## src/rtl/key_pkg.sv

```systemverilog
// Shared constants and state type for the keyboard input controller.
package key_pkg;

  localparam int KEY_W         = 8;
  localparam int KEY_DEPTH_DEF = 4;

  localparam logic [7:0] KEY_BREAK = 8'hF0;
  localparam logic [7:0] KEY_EXT   = 8'hE0;

  typedef enum logic {NORM, SKIP} key_state_t;

endpackage

```

## src/rtl/key_fifo.sv

```systemverilog
// First-word-fall-through keycode queue with separate occupancy count.
// Push and pop are qualified internally; a push into a full queue only lands with a same-cycle pop.
module key_fifo
  import key_pkg::*;
#(
  parameter int DEPTH = KEY_DEPTH_DEF,
  parameter int W     = KEY_W
) (
  input  logic                     clk,
  input  logic                     nrst,
  input  logic                     push,
  input  logic                     pop,
  input  logic [W-1:0]             din,
  output logic [W-1:0]             head,
  output logic                     valid,
  output logic                     full,
  output logic [$clog2(DEPTH):0]   count
);

  localparam int PW = $clog2(DEPTH);
  localparam int CW = PW + 1;

  logic [W-1:0]  mem [DEPTH];
  logic [PW-1:0] wr_ptr;
  logic [PW-1:0] rd_ptr;
  logic          do_push;
  logic          do_pop;

  assign valid   = (count != '0);
  assign full    = (count == CW'(DEPTH));
  assign do_pop  = pop && valid;
  assign do_push = push && (!full || do_pop);
  assign head    = mem[rd_ptr];

  // Storage carries no reset; visibility is governed entirely by count.
  always_ff @(posedge clk) begin
    if (do_push) mem[wr_ptr] <= din;
  end

  always_ff @(posedge clk or negedge nrst) begin
    if (!nrst) begin
      wr_ptr <= '0;
      rd_ptr <= '0;
      count  <= '0;
    end else begin
      if (do_push) wr_ptr <= wr_ptr + PW'(1);
      if (do_pop)  rd_ptr <= rd_ptr + PW'(1);
      case ({do_push, do_pop})
        2'b10:   count <= count + CW'(1);
        2'b01:   count <= count - CW'(1);
        default: count <= count;
      endcase
    end
  end

endmodule

```

## src/rtl/key_input_ctrl.sv

```systemverilog
// Keyboard input controller: strobe edge capture, keycode queue, sticky overflow.
// Define KEYCTRL_BREAK_FILTER_EN to drop PS/2 break sequences (F0 xx) and E0 prefixes.
module key_input_ctrl
  import key_pkg::*;
#(
  parameter int DEPTH = KEY_DEPTH_DEF,
  parameter int W     = KEY_W
) (
  input  logic                   clk,
  input  logic                   nrst,
  input  logic                   strobe,
  input  logic [W-1:0]           din,
  input  logic                   rd_en,
  input  logic                   clr_ovf,
  output logic [W-1:0]           dout,
  output logic                   valid,
  output logic                   full,
  output logic                   overflow,
  output logic [$clog2(DEPTH):0] count
);

  logic          strobe_q;
  logic          capture;
  logic          filtered;
  logic          push_req;
  logic          pop_ok;
  logic          ovf_set;
  logic [W-1:0]  head;

  assign capture  = strobe && !strobe_q;
  assign pop_ok   = rd_en && valid;
  assign push_req = capture && !filtered;
  assign ovf_set  = push_req && full && !pop_ok;
  assign dout     = valid ? head : '0;

  always_ff @(posedge clk or negedge nrst) begin
    if (!nrst) strobe_q <= 1'b0;
    else       strobe_q <= strobe;
  end

`ifdef KEYCTRL_BREAK_FILTER_EN
  key_state_t state;
  key_state_t state_next;

  always_ff @(posedge clk or negedge nrst) begin
    if (!nrst) state <= NORM;
    else       state <= state_next;
  end

  // The byte following a break code is the released key; swallow it too.
  always_comb begin
    state_next = state;
    filtered   = 1'b0;
    if (capture) begin
      case (state)
        NORM: begin
          if (din == W'(KEY_BREAK)) begin
            state_next = SKIP;
            filtered   = 1'b1;
          end else if (din == W'(KEY_EXT)) begin
            filtered   = 1'b1;
          end
        end
        SKIP: begin
          state_next = NORM;
          filtered   = 1'b1;
        end
        default: state_next = NORM;
      endcase
    end
  end
`else
  assign filtered = 1'b0;
`endif

  // Set takes priority over a same-cycle clear.
  always_ff @(posedge clk or negedge nrst) begin
    if (!nrst)        overflow <= 1'b0;
    else if (ovf_set) overflow <= 1'b1;
    else if (clr_ovf) overflow <= 1'b0;
  end

  key_fifo #(
    .DEPTH (DEPTH),
    .W     (W)
  ) u_fifo (
    .clk   (clk),
    .nrst  (nrst),
    .push  (push_req),
    .pop   (rd_en),
    .din   (din),
    .head  (head),
    .valid (valid),
    .full  (full),
    .count (count)
  );

endmodule

```

## config.mk

```make
export PLATFORM = sky130hd
export DESIGN_NAME = key_input_ctrl
export DESIGN_NICKNAME = d
export VERILOG_FILES = /design/src/rtl/key_pkg.sv /design/src/rtl/key_fifo.sv /design/src/rtl/key_input_ctrl.sv
export SDC_FILE = /design/constraint.sdc
export NUM_CORES = 1
export LEC_CHECK = 0
export CAP_MARGIN = 5
export CORE_MARGIN = 5
export CORE_UTILIZATION = 50
export DETAILED_ROUTE_END_ITERATION = 7
export HOLD_SLACK_MARGIN = 0.06
export PLACE_DENSITY_LB_ADDON = 0.2
export REMOVE_ABC_BUFFERS = 1
export SETUP_SLACK_MARGIN = 0.02
export SLEW_MARGIN = 5
export SYNTH_ARGS = -nofsm -noshare
export SYNTH_HDL_FRONTEND = slang
export SYNTH_HIERARCHICAL = 1
export SYNTH_SLANG_ARGS = --single-unit
```

## constraint.sdc

```tcl
create_clock -name clk -period 3.2 [get_ports clk]
set_clock_uncertainty 0.05 [all_clocks]
set_input_delay 0.64 -clock clk [delete_from_list [all_inputs] [get_ports clk]]
set_output_delay 0.64 -clock clk [all_outputs]
set_load 0.01 [all_outputs]
```

==> summary.md <==
| Metric | Value |
|---|---|
| Pwr/cell area | `approximately 840 mW/mm2` |
| TritonCTS clock tree | `yes` |
| Root Buffer | `clkbuf_4` |
| Mux contribution to synthesized area | `about 11%` |
| Highest clock rate | `0.336 GHz` |
| Total Power | `roughly 0.0018 W` |
| Worst slew pin tran | `between 0.5 and 0.6 ns` |
| Worst vdd ir | `approximately 0.5 mV` |
| Multi-input logic area | `~570 um2` |
| Slew Viols, Final | `0` |
| CTS Sinks | `41` |
| Starting Density | `between 50% and 60%` |
| Sequential area share after synthesis | `about 66%` |
| Clk Latency, worst-skew pair | `0.33 ns` |
| Initial DRC count | `29` |
| Worst EP required | `2.51 ns` |
| Final setup TNS | `0 ns` |
| Worst-case clock buffer depth | `2` |
| Vias in the first global route | `roughly 1000` |
| Adder-cell share of the synthesized area | `roughly 3.9%` |
| Share of layout cells above drive strength 1 | `between 20% and 30%` |
| RSZ-0062 raised after global routing | `false` |
| Clock Pin Slew Worst Setup and Hold Paths | `around 0.10 ns` |
| H-tree depth | `2` |
| Max cap viols | `0` |
| Final Cycle Share | `between 90% and 100%` |
| Postcts setup bufs | `0` |
| Detailed Place HPWL | `approximately 2.2 mm` |
| Post-route ant nets | `0` |
| Hold Path Class | `flop to flop` |
| Number of synthesized register bits | `between 40 and 50` |
| Synth warn | `6` |
| Kind of critical path | `flop to output port` |
| Total grt overflow | `0` |
| Nets | `between 150 and 200` |
| Worst Hold Path EP | `overflow` |
| Main combinational cell family by area after synthesis | `multiplexers` |
| Final hold vios | `0` |
| PostCTS Resize Cnt | `0` |
| Reg-to-Reg Start | `u_fifo/count[2]` |
| Minimum clock period | `2.97 ns` |
| CP Capture Type | `output port` |
| Mapped Cells | `between 100 and 150` |
| XOR/XNOR share of the synthesized area | `~2.4%` |
| Headroom to the max-slew limit | `63.5%` |
| FF-to-FF setup slack | `about 0.9 ns` |
| Start point of the worst hold path | `overflow` |
| Status | `finished clean` |
| Hold buffers post-CTS | `0` |
| Leak | `around 0.80 nW` |
| Initial antenna violation count | `0` |
| Crit path arrival time | `between 2 and 2.5 ns` |
| # IOs | `27` |
| Register-to-Register Path Depth | `6` |
| Final WL | `3.06 mm` |
| Diodes inserted | `0` |
| Cell Area, Synth | `roughly 0.0018 mm2` |
| Syn_area_per_cell | `16.6 um2` |
| Simple-gate share of the synthesized area | `a little under a tenth` |
| First-pass GRT wire length | `about 5.2 mm` |
| Final setup viols | `0` |
| Die Span Y | `around 70 um` |
| Filler Cell Count | `267` |
| FF-to-FF End | `u_fifo/count[1]` |
| FF+latch area | `0.00119 mm2` |
| Wire length per cell | `around 16 um` |
| Die width | `around 70 um` |
| Largest net degree at the start of global routing | `14` |
| Startpoint Class | `flop` |
| Compound-Gate Fraction of Synth Area | `under 10%` |
| Row count | `21` |
| Number of CTS-inserted buffers | `5` |
| Drt drc | `0` |
| Total GRT Usage | `14.2%` |
| Port Buf Inserts | `26` |
| Routed vias | `990` |
| Routed vias/inst | `about 5.3` |
| Worst Path Max Fanout | `9` |
| Synthesis-to-finish area growth | `21.5%` |
| Hold depth | `1` |
| Final hold slack | `0.455 ns` |
| Core footprint | `around 0.0034 mm2` |
| DIE AREA | `slightly below 0.005 mm2` |
| CP Launch Point | `u_fifo/rd_ptr[0]` |
| Routability cong. | `around 0.86` |
| Synth cell types | `29` |
| First drt pass iteration count | `4` |
-- where the power goes --
part | internal, W | switching, W | total (W)
registers | 0.000668 | 0.000113 | 0.000780
clock network | 0.000159 | 0.000154 | 0.000313
logic | 0.000461 | 0.000286 | 0.000747
-- cell families (layout without fill, tap and decap cells) --
kind of cell    Yosys count  count (layout)
flops                    41              41
simple gates             27              27
buf+inv                  12              44
compound gates           10              10
mux                       9               9
fa+ha+maj                 5               5
xor+xnor                  5               5
-- metrics by stage --
step / setup WS [ns] / instance area (um2) / util (%) / cells
finish: 0.226 / 2200 / 64.3 / 187
global route: 0.0551 / 2200 / 64.3 / 187
CTS: 0.162 / 2200 / 64.3 / 187
detailed placement: 0.556 / 2120 / 62.2 / 180
global placement: 0.574 / 2120 / 62.2 / 180
floorplan: 0.855 / 1780 / - / 105
-- worst max path at each step --
stage / to / slack (ns) / cells past startpoint
after detailed placement: dout[3] / 0.56 / 3
after CTS: dout[3] / 0.16 / 3
after global routing: dout[3] / 0.06 / 3
final: dout[3] / 0.23 / 3
after floorplan: u_fifo/count[1] / 0.86 / 7
after global placement: dout[1] / 0.57 / 3
-- cells in the final DEF, fill, tap and decap left out --
cell,n
a221o_1,1
a22oi_1,1
a32o_1,1
and2_2,12
and3_1,1
buf_4,3
bufinv_16,1
clkbuf_4,5
clkdlybuf4s50_1,26
clkinv_2,1
dfrtp_1,9
edfxtp_1,32
fa_1,1
ha_1,4
inv_1,8
mux2_4,1
mux4_2,8
nand2_1,3
nand3_1,2
nand3b_1,1
nor2_1,3
nor2b_1,3
o211ai_1,2
o21a_4,1
o21ai_0,2
o21ba_2,1
o32ai_1,1
or3_2,1
or3b_1,1
xnor2_1,3
xor2_1,2
-- Yosys cell counts --
| library cell | instances | share of area, % |
|---|---|---|
| xor2_1 | 2 | 0.97 |
| o21ba_2 | 1 | 0.55 |
| nand3_1 | 2 | 0.55 |
| inv_1 | 8 | 1.7 |
| ha_1 | 4 | 2.8 |
| a22oi_1 | 1 | 0.42 |
| nor2_1 | 3 | 0.62 |
| mux2_4 | 1 | 0.83 |
| xnor2_1 | 3 | 1.5 |
| o32ai_1 | 1 | 0.48 |
| nor2b_1 | 3 | 1.0 |
| mux4_2 | 8 | 10 |
| and2_2 | 12 | 5.0 |
| and3_1 | 1 | 0.35 |
| edfxtp_1 | 32 | 53 |
| buf_2 | 2 | 0.55 |
| dfrtp_1 | 9 | 12 |
| buf_6 | 1 | 0.62 |
| fa_1 | 1 | 1.1 |
| o21ai_0 | 2 | 0.55 |
| o21a_4 | 1 | 0.83 |
| or3_2 | 1 | 0.42 |
| nand3b_1 | 1 | 0.42 |
| o211ai_1 | 2 | 0.83 |
| buf_1 | 1 | 0.21 |
| or3b_1 | 1 | 0.48 |
| nand2_1 | 3 | 0.62 |
| a32o_1 | 1 | 0.55 |
| a221o_1 | 1 | 0.55 |
-- state kept, by name, summed over array words and instances, names as in the netlist --
name           count
u_fifo/wr_ptr      2
strobe_q           1
u_fifo/rd_ptr      2
overflow           1
u_fifo/count       3
u_fifo/mem        32
-- final cells by class --
| class | instances | area share (%) |
|---|---|---|
| Clock buffer | 5 | 1.71 |
| Clock inverter | 2 | 1.60 |
| Inverter | 8 | 1.37 |
| Multi-Input combinational cell | 56 | 25.8 |
| Sequential cell | 41 | 54.0 |
| Tap cell | 46 | 2.62 |
| Timing Repair Buffer | 29 | 12.9 |
-- layer usage --
metal | track usage, % | up-vias | part of all wire, %
met3 | 5.31 | 4 | 4.6
met5 | 0 | - | 0
met4 | 5.74 | 0 | 1.1
met2 | 23.8 | 24 | 52
met1 | 16.3 | 497 | 42
li1 | - | 465 | -
-- critical path: stages (launching register included) --
cell	delay, ns
dfrtp_1	0.70
mux4_2	0.57
and2_2	0.20
clkdlybuf4s50_1	0.47
Note: power is estimated with default switching activity, not from simulation.
